File: src/rtl/pipeline_fetch.sv
// pipeline_fetch: instruction fetch stage.
// Owns the PC, issues word reads to instruction memory over a valid/ready
// handshake, buffers returned words in a small FIFO and presents one
// instruction per cycle on registered outputs (instr / instr_pc / instr_valid).
// Optional feature: define HAZARD_INTERLOCK_EN to hold the FIFO head and issue
// bubbles while the execute stage writes a register the head instruction reads.
module pipeline_fetch #(
    parameter logic [15:0] RESET_PC   = 16'h0000,
    parameter int          FIFO_DEPTH = 2,
    parameter logic [15:0] NOP_INSTR  = 16'hF000
) (
    input  logic        clk,
    input  logic        rst,
    output logic        imem_req,
    output logic [15:0] imem_addr,
    input  logic        imem_ready,
    input  logic [15:0] imem_rdata,
    input  logic        stall,
    input  logic        redirect_valid,
    input  logic [15:0] redirect_pc,
    input  logic        execute_is_dependent,
    input  logic [15:0] execute_instr,
    output logic [15:0] instr,
    output logic [15:0] instr_pc,
    output logic        instr_valid
);

    localparam int               PTR_W   = (FIFO_DEPTH > 1) ? $clog2(FIFO_DEPTH) : 1;
    localparam int               CNT_W   = PTR_W + 1;
    localparam logic [CNT_W-1:0] DEPTH_C = CNT_W'(FIFO_DEPTH);

    logic             rst_q_r;
    logic [15:0]      pc_r;
    logic [15:0]      fifo_pc_r    [FIFO_DEPTH];
    logic [15:0]      fifo_instr_r [FIFO_DEPTH];
    logic [PTR_W-1:0] wr_ptr_r;
    logic [PTR_W-1:0] rd_ptr_r;
    logic [CNT_W-1:0] count_r;
    logic [15:0]      instr_r;
    logic [15:0]      instr_pc_r;
    logic             instr_valid_r;

    logic             not_empty_s;
    logic             full_s;
    logic             req_s;
    logic             push_s;
    logic             pop_s;
    logic             hazard_s;
    logic [15:0]      head_pc_s;
    logic [15:0]      head_instr_s;

    assign not_empty_s  = (count_r != {CNT_W{1'b0}});
    assign full_s       = (count_r == DEPTH_C);
    assign head_pc_s    = fifo_pc_r[rd_ptr_r];
    assign head_instr_s = fifo_instr_r[rd_ptr_r];

`ifdef HAZARD_INTERLOCK_EN
    // Only the destination field of the execute-stage instruction matters.
    logic unused_exec_s;
    assign unused_exec_s = ^execute_instr[15:3];

    // RAW interlock: head reads a register the execute stage is about to write.
    always_comb begin
        hazard_s = 1'b0;
        if (not_empty_s && execute_is_dependent &&
            ((execute_instr[2:0] == head_instr_s[8:6]) ||
             (execute_instr[2:0] == head_instr_s[5:3]))) begin
            hazard_s = 1'b1;
        end else begin
            hazard_s = 1'b0;
        end
    end
`else
    // Without the interlock, software schedules around dependencies.
    logic unused_exec_s;
    assign unused_exec_s = ^{execute_is_dependent, execute_instr};
    assign hazard_s      = 1'b0;
`endif

    // Handshake and FIFO control: no request while full, in reset, or redirecting.
    always_comb begin
        req_s  = 1'b0;
        push_s = 1'b0;
        pop_s  = 1'b0;
        if (!rst_q_r && !full_s && !redirect_valid) begin
            req_s = 1'b1;
        end else begin
            req_s = 1'b0;
        end
        push_s = req_s && imem_ready;
        pop_s  = !redirect_valid && !stall && not_empty_s && !hazard_s;
    end

    assign imem_req    = req_s;
    assign imem_addr   = pc_r;
    assign instr       = instr_r;
    assign instr_pc    = instr_pc_r;
    assign instr_valid = instr_valid_r;

    // Delayed reset keeps the first request one cycle clear of reset release.
    always_ff @(posedge clk or posedge rst) begin
        if (rst) begin
            rst_q_r <= 1'b1;
        end else begin
            rst_q_r <= 1'b0;
        end
    end

    // Program counter: redirect reloads, each accepted read advances (wraps at 16 bits).
    always_ff @(posedge clk or posedge rst) begin
        if (rst) begin
            pc_r <= RESET_PC;
        end else if (redirect_valid) begin
            pc_r <= redirect_pc;
        end else if (push_s) begin
            pc_r <= pc_r + 16'd1;
        end else begin
            pc_r <= pc_r;
        end
    end

    // FIFO pointers and occupancy; a redirect flushes everything buffered.
    always_ff @(posedge clk or posedge rst) begin
        if (rst) begin
            wr_ptr_r <= {PTR_W{1'b0}};
            rd_ptr_r <= {PTR_W{1'b0}};
            count_r  <= {CNT_W{1'b0}};
        end else if (redirect_valid) begin
            wr_ptr_r <= {PTR_W{1'b0}};
            rd_ptr_r <= {PTR_W{1'b0}};
            count_r  <= {CNT_W{1'b0}};
        end else begin
            if (push_s) begin
                wr_ptr_r <= wr_ptr_r + PTR_W'(1);
            end else begin
                wr_ptr_r <= wr_ptr_r;
            end
            if (pop_s) begin
                rd_ptr_r <= rd_ptr_r + PTR_W'(1);
            end else begin
                rd_ptr_r <= rd_ptr_r;
            end
            case ({push_s, pop_s})
                2'b10:   count_r <= count_r + CNT_W'(1);
                2'b01:   count_r <= count_r - CNT_W'(1);
                default: count_r <= count_r;
            endcase
        end
    end

    // FIFO storage: each accepted word is stored with the PC it was fetched from.
    always_ff @(posedge clk or posedge rst) begin
        if (rst) begin
            for (int i = 0; i < FIFO_DEPTH; i++) begin
                fifo_pc_r[i]    <= 16'h0000;
                fifo_instr_r[i] <= 16'h0000;
            end
        end else if (push_s) begin
            fifo_pc_r[wr_ptr_r]    <= pc_r;
            fifo_instr_r[wr_ptr_r] <= imem_rdata;
        end else begin
            fifo_pc_r    <= fifo_pc_r;
            fifo_instr_r <= fifo_instr_r;
        end
    end

    // Output register: redirect bubbles, stall holds, otherwise pop head or bubble.
    always_ff @(posedge clk or posedge rst) begin
        if (rst) begin
            instr_r       <= NOP_INSTR;
            instr_pc_r    <= 16'h0000;
            instr_valid_r <= 1'b0;
        end else if (redirect_valid) begin
            instr_r       <= NOP_INSTR;
            instr_pc_r    <= instr_pc_r;
            instr_valid_r <= 1'b0;
        end else if (stall) begin
            instr_r       <= instr_r;
            instr_pc_r    <= instr_pc_r;
            instr_valid_r <= instr_valid_r;
        end else if (pop_s) begin
            instr_r       <= head_instr_s;
            instr_pc_r    <= head_pc_s;
            instr_valid_r <= 1'b1;
        end else begin
            instr_r       <= NOP_INSTR;
            instr_pc_r    <= instr_pc_r;
            instr_valid_r <= 1'b0;
        end
    end

endmodule

File: config.mk
export PLATFORM = sky130hd
export DESIGN_NAME = pipeline_fetch
export DESIGN_NICKNAME = d
export VERILOG_FILES = /design/src/rtl/pipeline_fetch.sv
export SDC_FILE = /design/constraint.sdc
export NUM_CORES = 1
export LEC_CHECK = 0
export BUFFER_PORTS_ARGS = -buffer_cell sky130_fd_sc_hd__buf_4
export CAP_MARGIN = 20
export CORE_ASPECT_RATIO = 2
export CORE_UTILIZATION = 30
export DETAILED_ROUTE_END_ITERATION = 6
export GPL_TIMING_DRIVEN = 0
export PLACE_DENSITY = 0.55
export SETUP_SLACK_MARGIN = 0.4
export SLEW_MARGIN = 20
export SYNTH_ARGS = -nofsm -noshare
export SYNTH_HDL_FRONTEND = slang
export SYNTH_SLANG_ARGS = --single-unit
File: constraint.sdc
create_clock -name clk -period 3.1 [get_ports clk]
set_clock_uncertainty 0.1 [all_clocks]
set_input_delay 0 -clock clk [delete_from_list [all_inputs] [get_ports clk]]
set_output_delay 0 -clock clk [all_outputs]
set_load 0.03 [all_outputs]
==> results of run 1 <==
## cells by family (layout without fill, tap and decap cells)
family | after synthesis | after routing | share of synthesized area [%]
flip-flops | 118 | 118 | 58.0
AO/OA/AOI/OAI | 61 | 61 | 7.06
AND/OR/NAND/NOR | 105 | 105 | 10.1
XOR/XNOR | 8 | 8 | 1.37
multiplexers | 97 | 97 | 20.6
adder cells (fa/ha/maj) | 1 | 1 | 0.245
buffers and inverters | 25 | 181 | 2.55
other | 1 | 1 | 0.0735
## layout make-up
| class | instances | area, µm² | share of cell area (%) |
|---|---|---|---|
| multi-input combinational | 273 | 2020 | 28.6 |
| clock buffer | 18 | 439 | 6.24 |
| timing repair buffer | 124 | 1060 | 15.0 |
| sequential | 118 | 2960 | 42.0 |
| tap | 207 | 259 | 3.68 |
| clock inverter | 14 | 178 | 2.52 |
| buffer | 23 | 123 | 1.74 |
| inverter | 2 | 11.3 | 0.160 |
## state kept, by name, indices dropped and copies added, names as in the netlist
signal,count
fifo_instr_r,32
fifo_pc_r,32
imem_addr,16
instr,16
instr_pc,16
count_r,2
instr_valid,1
rd_ptr_r,1
rst_q_r,1
wr_ptr_r,1
## cells in the mapped netlist, drive strengths merged, types with 2 or more instances
library cell    n
clkbuf         12
nand2          48
nand2b          2
or4             6
a21oi           4
o311ai          3
nand3          14
xor2            4
nor2b           2
buf            11
mux2           64
o211ai          3
nor2           17
and2            2
o31ai           4
and4            2
dfstp           5
a31oi           6
mux2i          33
dfrtp         113
nor3b           2
or2             2
xnor2           4
nand4           5
o21ai          37
## through the flow
stage / area, µm² / instances / hold WS, ns
floorplan: 5110 / 416 / 0.0199
global placement: 6010 / 709 / 0.113
detailed placement: 6070 / 712 / -0.0301
CTS: 7040 / 779 / 0.0378
global route: 7040 / 779 / 0.0528
finish: 7040 / 779 / 0.0584
## what timing repair did
action / in CTS / in global routing
hold endpoints to repair: 110 / 0
hold buffers: 35 / 0
buffers inserted: 0 / 0
## routing by layer
layer  track usage (%)  up-vias  wire, µm
met4              6.27        0       218
met1              16.9     1885      4860
met3              2.97       15       330
met5                 0        -         0
li1                  -     1774         -
met2              30.0       80      7480
## power by group
part,switching (mW),internal [mW]
Combinational,0.498,0.475
Clock,0.725,1.29
Sequential,0.211,1.88
Total,1.43,3.64
## critical path, stage by stage (launching register included)
cell	delay, ns
dfrtp_1	0.45
o21bai_1	0.21
or2_2	0.16
clkbuf_1	0.39
clkbuf_1	0.52
o21ai_0	0.15
## final timing paths
check	from	endpoint	slack [ns]
worst max-delay path	count_r[0]$_DFFE_PP0P_	rd_ptr_r$_DFFE_PP0P_	0.97
worst min-delay path	imem_ready	wr_ptr_r$_DFFE_PP0P_	0.06
worst max register to register	count_r[0]$_DFFE_PP0P_	rd_ptr_r$_DFFE_PP0P_	0.97
worst min register to register	instr[7]$_DFFE_PP0P_	instr[7]$_DFFE_PP0P_	0.38
max in group asynchronous	rst	instr[13]$_DFFE_PP1P_	1.70
min in group asynchronous	rst	fifo_pc_r[24]$_DFFE_PP0P_	0.08
## layout by cell type (no fill, tap or decap), types with 3 or more instances in the layout
cell           synthesis  final
clkbuf_16              0     17
nand4_1                5      5
a21oi_1                4      4
o311ai_0               3      3
xor2_1                 4      4
buf_12                 0      3
mux2i_1               33     33
nand3_1               13     13
buf_4                  4     90
xnor2_1                4      4
o211ai_1               3      3
a31oi_1                6      6
nor2_1                15     15
dfrtp_1              113    113
o31ai_1                4      4
clkinvlp_4             0      5
clkbuf_1              12     12
or4_1                  6      6
mux2_1                 4      4
dlygate4sd3_1          0     35
o21ai_0               37     37
mux2_2                60     60
buf_2                  5      5
bufinv_16              0      3
clkinv_4               0      5
dfstp_2                5      5
nand2_1               47     47
==> run_results.csv, run 1 <==
group,metric,value,unit
global_routing,grt_pass1_wl,21000,µm
clock_network,clk_latency,0.41,ns
drt,viasPerCell,4.82,
clock_network,post_cts_resized,0,
timing,rsz0062_at_grt,"no",
yosys,synth-async-reset-ratio,100,%
place,dpl_worst_slack,0.922,ns
yosys,yosysUniqueCellTypes,44,
clock_network,cts-htree-levels,4,
run_status,status,"finished clean",
setup_path,end_kind,"flop",
global_routing,gr-total-overflow,0,
yosys,syn_area,5100,µm²
yosys,synth_fp_nets,471,
yosys,ys_seq_elements,118,
setup_path,start_kind,"flop",
min_path,hold_class,"in -> reg",
drt,drt_pre_antenna_iters,5,
clock_network,cts_sinks,118,
floorplan,die_x,94.2,µm
place,place.gp.congestion,0.760,
drt,ant_nets,0,
power,peakVddDrop,0.429,mV
yosys,yosys_warnings,0,
drt,vias,3754,
yosys,syn_area_per_cell,12.3,µm²
power,p_per_area,721,nW/µm²
drt,wl,12900,µm
yosys,synth_area_leader_cell,"dfrtp_1",
timing,finalCriticalPeriod,2.13,ns
final_layout,drive_above_1_share,36.0,%
yosys,synth.top_cell.area_share,55.4,%
timing,post-route-period-util,68.8,%
min_path,min_path_cells,5,
final_layout,syn_to_final_growth,37.9,%
timing,tightest_slew,0.799,ns
yosys,netlist_instances,416,
clock_network,cts_tree,"built",
global_routing,grt_pass1_vias,3940,
power,p_leak,3.06,nW
timing,tns,0,ns
setup_path,crit_type,"reg -> reg",
final_layout,nFillCells,1584,
final_layout,layout.nets,614,
drt,wire_per_inst,16.5,µm
global_routing,antenna_found_initial,0,
place,port_buffers,86,
yosys,synth-edff-count,0,
yosys,synth_ff_type,"dfrtp_1",
drt,drt_iter0_markers,125,
floorplan,start_util,30.6,%
setup_path,cp.required,3.26,ns
clock_network,cts-root-buf,"clkbuf_16",
job,maxCapViolCount,0,
setup_path,reg2reg_depth,5,
timing,setup_viol,0,
drt,drc_errors,0,
setup_path,cp.arrival,2.29,ns
floorplan,num_rows,67,
timing,fmax,0.469,GHz
clock_network,ctsLongestPathBuffers,2,
floorplan,io_pins,104,
global_routing,grt_max_degree,36,
floorplan,core,16700,µm²
clock_network,clkSlewWorstSetupHoldPaths,0.06,ns
setup_path,critical_path.max_fanout,10,
place,hpwl,9370,µm
global_routing,grt_usage,16.0,%
clock_network,cts_buffers,17,
yosys,synthTopCellsByArea,"dfrtp_1, mux2_2, mux2i_1, o21ai_0, nand2_1",
timing,max_slew_margin,46.8,%
power,finalPower,5.08,mW
timing,maxSlewViolCount,0,
final_layout,post-route-util,42.2,%
yosys,seq_area_frac_synth,58.0,%
final_layout,antenna_cells,0,
floorplan,die_y,186,µm
timing,hold_violations,0,
timing,setup_slack,0.967,ns
floorplan,dieArea,17600,µm²
Power figures use the tool's default switching activity.
==> run 2: changes to the inputs <==
--- a/config.mk
+++ b/config.mk
@@ -5,13 +5,14 @@
 export SDC_FILE = /design/constraint.sdc
 export NUM_CORES = 1
 export LEC_CHECK = 0
+export ABC_AREA = 1
 export BUFFER_PORTS_ARGS = -buffer_cell sky130_fd_sc_hd__buf_4
 export CAP_MARGIN = 20
 export CORE_ASPECT_RATIO = 2
 export CORE_UTILIZATION = 30
 export DETAILED_ROUTE_END_ITERATION = 6
 export GPL_TIMING_DRIVEN = 0
-export PLACE_DENSITY = 0.55
+export PLACE_DENSITY = 0.54
 export SETUP_SLACK_MARGIN = 0.4
 export SLEW_MARGIN = 20
 export SYNTH_ARGS = -nofsm -noshare
==> constraint.sdc (replaced) <==
create_clock -name clk -period 1.8 [get_ports clk]
set_clock_uncertainty 0.1 [all_clocks]
set_input_delay 0 -clock clk [delete_from_list [all_inputs] [get_ports clk]]
set_output_delay 0 -clock clk [all_outputs]
set_load 0.03 [all_outputs]
==> run_results.csv, run 2 <==
group,metric,value,unit
floorplan,core,17700,µm²
global_routing,busiest_layer,"met2",
place,hpwl,10800,µm
setup_path,rr_startpoint,"count_r[1]$_DFFE_PP0P_",
setup_path,cp.arrival,1.67,ns
final_layout,antenna_cells,0,
setup_path,critPathBufInv,3,
run_status,status,"finished clean",
timing,finalCriticalPeriod,1.48,ns
final_layout,final_common_cell,"nand2_1",
global_routing,grt_usage,17.4,%
yosys,syn_area_per_cell,8.59,µm²
clock_network,ctsLongestPathBuffers,2,
timing,hold_violations,0,
setup_path,crit_path_start,"count_r[1]$_DFFE_PP0P_",
global_routing,grt_pass1_wl,24800,µm
place,port_buffers,85,
final_layout,final_cell_mix,"nand2_1, dfrtp_1, buf_4, inv_1, o21ai_0",
yosys,netlist_instances,627,
clock_network,clkSlewWorstSetupHoldPaths,0.05,ns
yosys,synth_area_leader_cell,"dfrtp_1",
floorplan,dieArea,18500,µm²
final_layout,reg_top3,"fifo_instr_r (32), fifo_pc_r (32)",
drt,drt_iter0_markers,137,
place,place_area,6400,µm²
timing,fmax,0.677,GHz
setup_path,cpPeakStageDelay,0.42,ns
yosys,synth-async-reset-ratio,100,%
global_routing,grt_pass1_vias,4756,
floorplan,die_y,192,µm
drt,drt_pre_antenna_iters,4,
timing,post-route-period-util,82.1,%
timing,setup_viol,0,
yosys,synthTopCellsByCount,"nand2_1, dfrtp_1, o21ai_0",
yosys,ys_seq_elements,118,
global_routing,grtUsageMet1,17.7,%
job,maxCapViolCount,0,
power,p_per_area,1500,nW/µm²
min_path,hold_start,"redirect_valid",
setup_path,critical-path-top-delay-family,"flip-flops",
yosys,synth_ff_type,"dfrtp_1",
setup_path,crit_type,"reg -> reg",
yosys,yosys_warnings,0,
setup_path,crit_chain,"nand2_4, nand4_4, inv_6, nand2_4, buf_12, buf_12, nand2_1, o21ai_2",
yosys,yosysUniqueCellTypes,30,
floorplan,die_x,96.8,µm
timing,rsz0062_at_grt,"yes",
place,place.gp.congestion,0.730,
clock_network,cts-htree-levels,4,
yosys,yosysMostFrequentCell,"nand2_1",
clock_network,cts_buffers,17,
yosys,synth_fp_nets,682,
yosys,synthTopCellsByArea,"dfrtp_1, nand2_1, o21ai_0, inv_1, o21ai_2",
drt,wire_per_inst,15.0,µm
global_routing,grt_max_degree,34,
floorplan,num_rows,69,
timing,max_slew_margin,58.0,%
power,p_leak,3.78,nW
global_routing,gr-total-overflow,0,
final_layout,layout.nets,845,
clock_network,cts_sinks,118,
clock_network,clk_latency,0.41,ns
timing,maxSlewViolCount,0,
final_layout,drive_above_1_share,29.0,%
drt,viasPerCell,4.58,
min_path,hold_class,"in -> reg",
final_layout,finalInstanceArea,7820,µm²
drt,vias,4650,
floorplan,io_pins,104,
yosys,syn_area,5390,µm²
setup_path,critical_path.max_fanout,10,
timing,tightest_slew,0.629,ns
global_routing,met2_usage,34.6,%
drt,ant_nets,0,
clock_network,cts_tree,"built",
global_routing,antenna_found_initial,0,
drt,wl,15200,µm
final_layout,post-route-util,44.2,%
yosys,synth.top_cell.area_share,52.5,%
setup_path,start_kind,"flop",
floorplan,start_util,30.4,%
power,peakVddDrop,0.668,mV
yosys,synth-edff-count,0,
setup_path,cp_slowest_cell,"dfrtp_1",
drt,drc_errors,0,
yosys,seq_area_frac_synth,54.9,%
setup_path,end_kind,"flop",
final_layout,syn_to_final_growth,45.1,%
global_routing,globalRouteMet3Util,3.07,%
clock_network,cts-root-buf,"clkbuf_16",
setup_path,cp.required,1.99,ns
==> run 2: cell count changes after synthesis, sizes merged, moves of 6 or more <==
| cell | delta |
|---|---|
| mux2i | -31 |
| mux2 | -62 |
| buf | +8 |
| nand3 | +12 |
| a31oi | -6 |
| inv | +78 |
| or4 | -6 |
| o21ai | +97 |
| nand2 | +149 |
==> run 2: worst paths after layout <==
kind	depth (start not counted)	endpoint	slack [ns]
worst min-delay path	6	count_r[0]$_DFFE_PP0P_	0.04
worst max-delay path	8	fifo_instr_r[26]$_DFFE_PP0P_	0.32
max in group asynchronous	5	imem_addr[8]$_DFFE_PP0P_	0.65
worst max register to register	8	fifo_instr_r[26]$_DFFE_PP0P_	0.32
worst min register to register	2	fifo_instr_r[18]$_DFFE_PP0P_	0.38
min in group asynchronous	3	count_r[1]$_DFFE_PP0P_	0.14
==> run 2: metrics by stage <==
| step | cells | hold WS [ns] | total power [mW] | TNS, ns | setup WS (ns) |
|---|---|---|---|---|---|
| 4_1_cts | 1011 | 0.0224 | 11.7 | 0 | 0.305 |
| 3_5_place_dp | 928 | 0.0277 | 7.64 | 0 | 0.00610 |
| 3_3_place_gp | 925 | 0.113 | 7.55 | -72.43 | -0.814 |
| 6_report | 1016 | 0.0389 | 11.7 | 0 | 0.323 |
| 2_1_floorplan | 627 | 0.0167 | 6.47 | 0 | 0.138 |
| 5_1_grt | 1016 | 0.0819 | 12.4 | 0 | 0.238 |
==> run 2: cells by family (layout without fill, tap and decap cells) <==
logic type | Yosys count | after routing | synth area share [%]
AO/OA/AOI/OAI | 145 | 145 | 15.4
flip-flops | 118 | 118 | 54.9
adder cells (fa/ha/maj) | 1 | 1 | 0.232
multiplexers | 4 | 4 | 0.790
other | 1 | 1 | 0.0696
XOR/XNOR | 3 | 3 | 0.488
AND/OR/NAND/NOR | 246 | 246 | 18.7
buffers and inverters | 109 | 285 | 9.41
==> run 2: area by class of cell <==
| type | instances | area [µm²] |
|---|---|---|
| tap | 213 | 267 |
| inverter | 79 | 310 |
| clock buffer | 20 | 457 |
| fill | 1786 | 9880 |
| multi-input combinational | 400 | 2020 |
| sequential | 118 | 2970 |
| timing repair buffer | 144 | 1260 |
| clock inverter | 12 | 200 |
| buffer | 30 | 330 |
==> run 2: worst min-delay path, stage by stage <==
cell     delay, ns
buf_6         0.14
inv_4         0.07
nand2_2       0.11
nand2_2       0.07
nand3_1       0.07
nand2_1       0.05
==> run 2: what timing repair did <==
action                                  4_1_cts  5_1_grt
pin swaps                                     3        5
setup buffers                                 7        5
endpoints found under the setup margin      116      107
gates cloned                                  1        0
hold buffers                                 43        0
hold endpoints to repair                     81        0
resized for setup                            62       31
==> run 2: routing by layer <==
metal / up-vias / part of all wire, %
met5: - / 0
met4: 0 / 2.4
met3: 17 / 2.8
met2: 86 / 57
met1: 2224 / 37
li1: 2323 / -
==> run 2: power by group <==
part,switching (mW),internal (mW)
combinational,2.10,1.54
sequential,0.616,3.68
clock,1.23,2.53
total,3.95,7.75
